[src/rtl/dcache_ctrl.sv]
// dcache_ctrl: direct-mapped write-back D-cache controller (tag/valid/dirty state, miss FSM, optional DCACHE_CTRL_STATS_EN counters).
// Latency: hit/stall resolved combinationally in the request cycle; a miss costs an optional writeback burst plus a refill burst.
// Backpressure: o_stall_cache holds the pipeline through a miss; memory requests stay asserted and stable until i_mem_req_ready.
module dcache_ctrl #(
    parameter int ADDR_W   = 32,
    parameter int INDEX_W  = 4,
    parameter int OFFSET_W = 4
) (
    input  logic                clk,
    input  logic                arstn,
    input  logic                i_req_valid,
    input  logic                i_req_we,
    input  logic [ADDR_W-1:0]   i_req_addr,
    output logic                o_stall_cache,
    output logic                o_hit,
    output logic                o_mem_req_valid,
    output logic                o_mem_req_we,
    output logic [ADDR_W-1:0]   o_mem_req_addr,
    input  logic                i_mem_req_ready,
    input  logic                i_mem_beat_valid,
    output logic                o_data_we,
    output logic                o_data_src,
    output logic [INDEX_W-1:0]  o_data_index,
    output logic [OFFSET_W-1:0] o_data_word,
    output logic [31:0]         o_hit_count,
    output logic [31:0]         o_miss_count
);
    localparam int TAG_W = ADDR_W - INDEX_W - OFFSET_W - 2;
    localparam int SETS  = 1 << INDEX_W;

    typedef enum logic [2:0] {
        IDLE,
        WB_REQ,
        WB_DATA,
        FILL_REQ,
        FILL_DATA
    } state_t;

    state_t state_q, state_d;

    logic [TAG_W-1:0]    tag_q [SETS];
    logic [SETS-1:0]     valid_q;
    logic [SETS-1:0]     dirty_q;
    logic [TAG_W-1:0]    miss_tag_q;
    logic [INDEX_W-1:0]  miss_idx_q;
    logic [OFFSET_W-1:0] beat_cnt_q;

    logic [TAG_W-1:0]    req_tag;
    logic [INDEX_W-1:0]  req_idx;
    logic [OFFSET_W-1:0] req_word;
    logic                unused_addr_lsb;

    logic hit;
    logic miss_start;
    logic store_hit;
    logic fill_done;
    logic cnt_en;

    assign req_tag         = i_req_addr[ADDR_W-1 -: TAG_W];
    assign req_idx         = i_req_addr[INDEX_W+OFFSET_W+1 : OFFSET_W+2];
    assign req_word        = i_req_addr[OFFSET_W+1 : 2];
    assign unused_addr_lsb = ^i_req_addr[1:0];

    always_comb begin
        state_d         = state_q;
        hit             = 1'b0;
        miss_start      = 1'b0;
        store_hit       = 1'b0;
        fill_done       = 1'b0;
        cnt_en          = 1'b0;
        o_mem_req_valid = 1'b0;
        o_mem_req_we    = 1'b0;
        o_mem_req_addr  = '0;
        o_data_we       = 1'b0;
        o_data_src      = 1'b0;
        o_data_index    = '0;
        o_data_word     = '0;

        case (state_q)
            IDLE: begin
                hit = i_req_valid & valid_q[req_idx] & (tag_q[req_idx] == req_tag);
                if (hit) begin
                    o_data_index = req_idx;
                    o_data_word  = req_word;
                    if (i_req_we) begin
                        o_data_we = 1'b1;
                        store_hit = 1'b1;
                    end
                end else if (i_req_valid) begin
                    miss_start = 1'b1;
                    // A dirty victim must reach memory before its frame is overwritten.
                    state_d = (valid_q[req_idx] & dirty_q[req_idx]) ? WB_REQ : FILL_REQ;
                end
            end
            WB_REQ: begin
                o_mem_req_valid = 1'b1;
                o_mem_req_we    = 1'b1;
                o_mem_req_addr  = {tag_q[miss_idx_q], miss_idx_q, {(OFFSET_W+2){1'b0}}};
                if (i_mem_req_ready) begin
                    state_d = WB_DATA;
                end
            end
            WB_DATA: begin
                o_data_index = miss_idx_q;
                o_data_word  = beat_cnt_q;
                cnt_en       = i_mem_beat_valid;
                if (i_mem_beat_valid && (&beat_cnt_q)) begin
                    state_d = FILL_REQ;
                end
            end
            FILL_REQ: begin
                o_mem_req_valid = 1'b1;
                o_mem_req_we    = 1'b0;
                o_mem_req_addr  = {miss_tag_q, miss_idx_q, {(OFFSET_W+2){1'b0}}};
                if (i_mem_req_ready) begin
                    state_d = FILL_DATA;
                end
            end
            FILL_DATA: begin
                o_data_index = miss_idx_q;
                o_data_word  = beat_cnt_q;
                o_data_src   = 1'b1;
                o_data_we    = i_mem_beat_valid;
                cnt_en       = i_mem_beat_valid;
                if (i_mem_beat_valid && (&beat_cnt_q)) begin
                    fill_done = 1'b1;
                    state_d   = IDLE;
                end
            end
            default: state_d = IDLE;
        endcase
    end

    assign o_hit         = hit;
    assign o_stall_cache = ((state_q == IDLE) & i_req_valid & ~hit) | (state_q != IDLE);

    always_ff @(posedge clk or negedge arstn) begin
        if (!arstn) begin
            state_q    <= IDLE;
            valid_q    <= '0;
            dirty_q    <= '0;
            miss_tag_q <= '0;
            miss_idx_q <= '0;
            beat_cnt_q <= '0;
        end else begin
            state_q <= state_d;
            if (miss_start) begin
                miss_tag_q <= req_tag;
                miss_idx_q <= req_idx;
            end
            if (cnt_en) begin
                beat_cnt_q <= beat_cnt_q + 1'b1;
            end
            if (store_hit) begin
                dirty_q[req_idx] <= 1'b1;
            end
            if (fill_done) begin
                valid_q[miss_idx_q] <= 1'b1;
                dirty_q[miss_idx_q] <= 1'b0;
            end
        end
    end

    // Tags are only trusted behind valid, so they need no reset.
    always_ff @(posedge clk) begin
        if (fill_done) begin
            tag_q[miss_idx_q] <= miss_tag_q;
        end
    end

`ifdef DCACHE_CTRL_STATS_EN
    logic [31:0] hit_cnt_q;
    logic [31:0] miss_cnt_q;

    always_ff @(posedge clk or negedge arstn) begin
        if (!arstn) begin
            hit_cnt_q  <= '0;
            miss_cnt_q <= '0;
        end else begin
            if (hit && (hit_cnt_q != 32'hFFFF_FFFF)) begin
                hit_cnt_q <= hit_cnt_q + 32'd1;
            end
            if (miss_start && (miss_cnt_q != 32'hFFFF_FFFF)) begin
                miss_cnt_q <= miss_cnt_q + 32'd1;
            end
        end
    end

    assign o_hit_count  = hit_cnt_q;
    assign o_miss_count = miss_cnt_q;
`else
    assign o_hit_count  = 32'd0;
    assign o_miss_count = 32'd0;
`endif

endmodule

[config.mk]
export PLATFORM = sky130hd
export DESIGN_NAME = dcache_ctrl
export DESIGN_NICKNAME = d
export VERILOG_FILES = /design/src/rtl/dcache_ctrl.sv
export SDC_FILE = /design/constraint.sdc
export NUM_CORES = 1
export LEC_CHECK = 0
export CAP_MARGIN = 20
export CORE_ASPECT_RATIO = 0.7
export CORE_MARGIN = 3
export CORE_UTILIZATION = 59
export CTS_CLUSTER_DIAMETER = 40
export CTS_CLUSTER_SIZE = 40
export DETAILED_ROUTE_END_ITERATION = 16
export PLACE_DENSITY_LB_ADDON = 0.3
export SYNTH_ARGS = -nofsm -noshare
export SYNTH_HDL_FRONTEND = slang
export SYNTH_SLANG_ARGS = --single-unit
[constraint.sdc]
create_clock -name clk -period 8.2 [get_ports clk]
set_clock_uncertainty 0.15 [all_clocks]
set_input_delay 2.46 -clock clk [delete_from_list [all_inputs] [get_ports clk]]
set_output_delay 2.46 -clock clk [all_outputs]
set_load 0.02 [all_outputs]
After elaboration in Yosys (flattened, before gate mapping) --
Memories as Yosys holds them, arrays and structs flattened. Index checks and enable logic that the tools add are counted.
Storage, ports and cells: register bits after elaboration 65, bits in latches 0, RAM bits 352, memory bits (read-only) 0, output and inout port bits 110, word-level logic and storage cells 82, memories 1
Cells by class: $add $sub $neg 1, $mul 0, divide/modulo/power cells 0, magnitude comparators 4, equal/unequal tests 11, shift-type cells 0, mux-type cells 39, bitwise logic cells 11, reductions and logical operators 9
Memories:
- tag_q | words 16, bits a word 22, rd ports 2, clocked after memory_dff 0, write ports 1, line 41 | logic [TAG_W-1:0] tag_q [SETS];
Operator list (number):
- $pmux 32 s2 | 1
- $mux 16 | 2
- $or 16x16->16 | 2
- $eq 22x22->1 | 1
- $mux 1 | 19
- $mux 3 | 6
- $and 16x16->16 | 1
- $not 16->16 | 1
- $pmux 4 s2 | 2
- $pmux 3 s5 | 1
- $ne 2x2->1 const B | 6
- $lt 4x5->1 const B | 2
- $bmux 1 s4 | 2
- $demux 1 s4 | 2
- $ge 4x1->1 const B | 2
- $mux 4 | 2
- $eq 3x2->1 const B | 2
- $reduce_and 6->1 | 1
- $and 1x1->1 | 5
- $add 4x1->4 const B | 1
- $reduce_and 4->1 | 1
- $reduce_or 2->1 | 2
- $eq 3x1->1 const B | 1
- $eq 3x3->1 const B | 1
- other kinds (7) | 9

Depth between registers and ports, before layout --
word-level depth 9, mapped depth 16, gate-level depth less buffers 9

Worst setup path before layout --
Ideal clock, no wire load.
kind input-to-output, start point input port i_req_addr[6], end point output port o_data_we, data arrival time 5.275 ns, required time 5.590 ns, setup slack 0.315 ns, cell stages on the path 14, path buffers 5, path through buf_6 -> buf_12 -> buf_6 -> mux4_2 -> mux2i_1 -> nor2_1 -> a2111oi_4 -> o211ai_2 -> a21oi_2 -> nand4_1 -> or2_1 -> buf_6 -> buf_8 -> a21boi_0
On the way: longest elaborated chain between the ends 6
Ends and longest elaborated chain:
- start, declared | line 13 | input logic [ADDR_W-1:0] i_req_addr,
- parallel branches: the longest is 3 deep, another holds $mem_v2 16x22
- $and 1x1->1 * | line 81 | hit = i_req_valid & valid_q[req_idx] & (tag_q[req_idx] == req_tag);
- $mux 1 * | line 82 | if (hit) begin
- $pmux 1 s2 * | line 79 | case (state_q)
- end, declared | line 21 | output logic o_data_we,
Every way passes the cells marked *. The select of a mux whose other input is x is not followed.

Worst setup path in the final report --
start point input port i_req_addr[6], end point output port o_data_word[0]
On the way: longest elaborated chain between the ends 6
Ends and longest elaborated chain:
- parallel branches: the longest is 3 deep, another holds $mem_v2 16x22
- $and 1x1->1 * | line 81
- $mux 4 * | line 82
- $pmux 4 s2 * | line 79
- end, declared | line 24 | output logic [OFFSET_W-1:0] o_data_word,
Marked as above.

==> flow_results.org <==
** Finish
- Most common cell after layout, fill and taps aside :: sky130_fd_sc_hd__edfxtp_1
- In the final layout, the share of cells above drive strength 1 is 35.6%.
- Summing all multi-input logic gate instances after layout gives 7640 µm².
- Sequential cell area :: 12200 µm²
- Leaving out fill and tap cells, the most frequent cells in the layout are sky130_fd_sc_hd__edfxtp_1, sky130_fd_sc_hd__mux4_2, sky130_fd_sc_hd__buf_4, sky130_fd_sc_hd__conb_1, sky130_fd_sc_hd__mux2i_1.
- Area added between synthesis and finish :: 16.4%
- In the final design database the tool counted 1368 nets.
- Core utilization of the finished layout :: 70.4%
- Fill cell total of the finished layout :: 2117

** Critical path
- Crit-path slowest cell :: sky130_fd_sc_hd__mux4_2
- The signal on the critical path passes through buf_8 > bufbuf_16 > mux4_2 > mux2i_1 > xor2_1 > nand4_1 > a21oi_2 > nand2_1 > nor4bb_4 > buf_4 > buf_6 > a22o_1 > buf_2.
- Largest stage delay on the critical path :: 0.50 ns
- Signal arrival time at the worst endpoint :: 5.53 ns
- STA classifies the critical path endpoint as an output pin.
- Crit path launch type :: input port
- Required time of the critical path :: 5.59 ns
- Largest driver fanout on the critical path :: 12
- The worst setup path is of the input port to output pin kind.

** Job
- # Max-Cap Violations :: 0

** Run status
- The run finished with clean final reports.

** Floorplan
- Starting density of the core :: 60.5%
- Total number of placement rows :: 56
- The die is 229 µm wide.
- The die covers 37000 µm².
- Total I/O pin count :: 148
- Die Y :: 162 µm
- The core region is 33800 µm².

** Power and ir drop
- In this run the static leakage power is 8.51 nW.
- Net switching is 31.9% of the power.
- Part of the power in registers :: 44.3%
- Reported net switching power :: 0.00221 W
- Post-layout total power :: 0.00695 W
- Pwr dens :: 292 nW/µm²
- Across the VDD grid, the largest voltage drop is 0.000286 V.
- Clk network pwr share :: 28.2%
- Gate power share :: 27.6%
- Internal Dissipation :: 0.00474 W

** Logic synthesis
- Register bit total from synthesis :: 417
- Largest area contributor in the netlist :: sky130_fd_sc_hd__edfxtp_1
- Commonest register cell after synthesis :: sky130_fd_sc_hd__edfxtp_1
- During synthesis, Yosys emitted a total of 0 warnings.
- The synthesized netlist occupies a cell area of 20500 µm².
- Leading cell types by total area after synthesis :: sky130_fd_sc_hd__edfxtp_1, sky130_fd_sc_hd__mux4_2, sky130_fd_sc_hd__dfrtp_1
- After Yosys synthesis, full adders, half adders and majority gates account for 0.0612% of the synthesized area.
- The synthesized netlist devotes 3.59% of its cell area to simple gates.
- Proportion of synthesized area in mux cells :: 25.4%
- Of the total synthesized cell area, the portion taken by XOR and XNOR cells is 1.24%.
- Number of instances in the synthesized netlist :: 1171
- In this run, synthesis inferred 352 flip-flops with an integrated enable.
- Sequential share of the synthesized area :: 59.6%
- Per-instance average area after synthesis :: 17.5 µm²
- Async S/R FF share, synth :: 15.6%
- Largest family of logic cells by synthesized area :: multiplexers
- Summing the areas of all compound-gate instances in the mapped netlist gives 5.01% of the synthesized area.
- Yosys mapped the design onto 59 distinct sky130hd cell types.
- The synthesized design devotes to its leading area cell type 51.7% of total area.

** Detailed routing
- Routed WL :: 55300 µm
- Number of design-rule violations left by the first detailed-router iteration :: 1913
- Vias per inst :: 6.80
- The first detailed-routing pass ran for 5 iterations.
- DR WL/cell :: 30.2 µm
- Vias :: 12427
- Detail Route Antenna Nets :: 0
- After detailed routing, the number of remaining DRC violations is 0.

** Clock tree
- Maximum number of buffers from clock root to sink :: 3
- Counting the buffers created by CTS gives 42.
- The cell sitting at the root of the clock tree is a sky130_fd_sc_hd__clkbuf_16.
- TritonCTS clock tree :: built
- For this design, the CTS-stage hold fixing added 0 buffers.
- Clk pin slew, worst setup/hold paths :: 0.07 ns
- The later pin in the worst-skew pair is clocked with a latency of 0.56 ns.
- CTS saw 417 sinks.
- # H-tree levels :: 2

** Placed design
- Buffers added on ports :: 75
- Routability-driven placement finished with a final weighted congestion of 0.860.
- Half-perimeter wire length of the detailed placement result :: 33300 µm

** Timing
- Max-slew violations :: 0
- Endpoints failing hold :: 0
- Final total negative setup slack :: 0 ns
- Period utilization :: 99.2%
- Final critical delay including setup and external delays :: 8.14 ns
- Hold_ws :: 0.318 ns
- Max-Slew Margin vs Limit :: 24.5%
- At the pin with the least slew margin, the transition time is 1.13 ns.
- Static timing analysis puts the maximum clock frequency at 0.123 GHz.
- Number of endpoints failing setup at the final stage :: 0

** Hold path
- In this run the worst hold path is classified as flip-flop to flip-flop.

** Global route
- Remaining global-route overflow :: 0
- Number of antenna violations at the first check in global routing :: 0
- The first global-routing pass estimated 81400 µm of wire.
- GRT Resource Usage Total :: 29.8%
- Number of global-route vias before repair :: 12470
- Maximum number of pins on one net before global-route repair :: 69
[flip-flops by register name, indices dropped and copies added, names as in the netlist]
register	cells
miss_idx_q	4
dirty_q	16
miss_tag_q	22
tag_q	352
valid_q	16
beat_cnt_q	4
state_q	3
[cell families (layout without fill, tap and decap cells)]
group / count (synthesis) / in the layout
adders and majority gates: 1 / 1
DFF: 417 / 417
buffers and inverters: 164 / 287
muxes: 293 / 293
and+or+nand+nor: 146 / 146
other: 1 / 71
AOI/OAI and AO/OA: 120 / 120
xor gates and xnor gates: 29 / 29
[routing by layer]
metal	vias to the layer above	GRT usage (%)	part of all wire, %
li1	4989	-	-
met1	6479	43.8	40
met2	833	47.4	47
met3	126	5.65	10
met4	0	7.14	2.6
met5	-	0	0
[worst paths after layout]
kind | startpoint | cells past startpoint | slack [ns] | to
min reg2reg | valid_q[5] | 1 | 0.32 | valid_q[5]
max in group asynchronous | arstn | 1 | 5.17 | miss_idx_q[1]
min | valid_q[5] | 1 | 0.32 | valid_q[5]
min in group asynchronous | arstn | 1 | 1.91 | beat_cnt_q[2]
max | i_req_addr[6] | 13 | 0.06 | o_data_word[0]
max reg2reg | tag_q[7][8] | 9 | 4.34 | miss_tag_q[9]
[stage by stage]
step	setup slack, ns	std cells	area, µm²
after global placement	-0.246	1733	22100
after floorplan	0.315	1240	20700
final	0.0631	1828	23800
after CTS	0.00207	1814	23600
after detailed placement	-0.359	1735	22100
after global routing	-0.0484	1827	23800
[synth_stat cells (8+ instances only)]
cell,number
sky130_fd_sc_hd__buf_1,11
sky130_fd_sc_hd__xnor2_1,17
sky130_fd_sc_hd__nor2b_1,8
sky130_fd_sc_hd__o41ai_2,9
sky130_fd_sc_hd__inv_1,15
sky130_fd_sc_hd__edfxtp_1,352
sky130_fd_sc_hd__mux2i_1,69
sky130_fd_sc_hd__buf_4,74
sky130_fd_sc_hd__xor2_1,12
sky130_fd_sc_hd__nand2b_1,18
sky130_fd_sc_hd__or2_2,13
sky130_fd_sc_hd__o21ai_0,11
sky130_fd_sc_hd__nand2_1,42
sky130_fd_sc_hd__buf_6,11
sky130_fd_sc_hd__mux4_2,176
sky130_fd_sc_hd__a22oi_1,8
sky130_fd_sc_hd__nor2_1,25
sky130_fd_sc_hd__nor3_1,14
sky130_fd_sc_hd__a22o_1,35
sky130_fd_sc_hd__o22ai_1,10
sky130_fd_sc_hd__dfrtp_1,65
sky130_fd_sc_hd__nand4_1,8
sky130_fd_sc_hd__mux2_2,48
sky130_fd_sc_hd__clkbuf_1,42
[final cells by class]
type                    instances  share of cell area [%]
diodes                          1                  0.0105
clock buffers                  50                    4.67
clock inverters                28                    1.30
inverters                      15                   0.236
multi-input cells             659                    32.1
flip-flops and latches        417                    51.2
well taps                     464                    2.44
repair buffers                194                    8.04
[worst max-delay path: cells and delay by family]
family,cells,cell delay (ns)
buffers and inverters,5,0.96
AOI/OAI and AO/OA,2,0.38
muxes,2,0.66
and+or+nand+nor,3,0.72
xor gates and xnor gates,1,0.31
[power groups by stage]
stage	sequential, W	combinational, W	clock, W
finish	0.00308	0.00192	0.00196
global route	0.00312	0.00202	0.00207
CTS	0.00312	0.00186	0.00198
detailed placement	0.00316	0.00185	0
global placement	0.00313	0.00182	0
floorplan	0.00286	0.00144	0
[timing repair]
| item | in CTS | in global routing |
|---|---|---|
| resized for setup | 21 | 34 |
| cloned | 1 | 3 |
| setup buffers | 0 | 8 |
| endpoints found under the setup margin | 10 | 9 |
| pin swaps | 0 | 8 |
(Power assumes the default switching activity.)
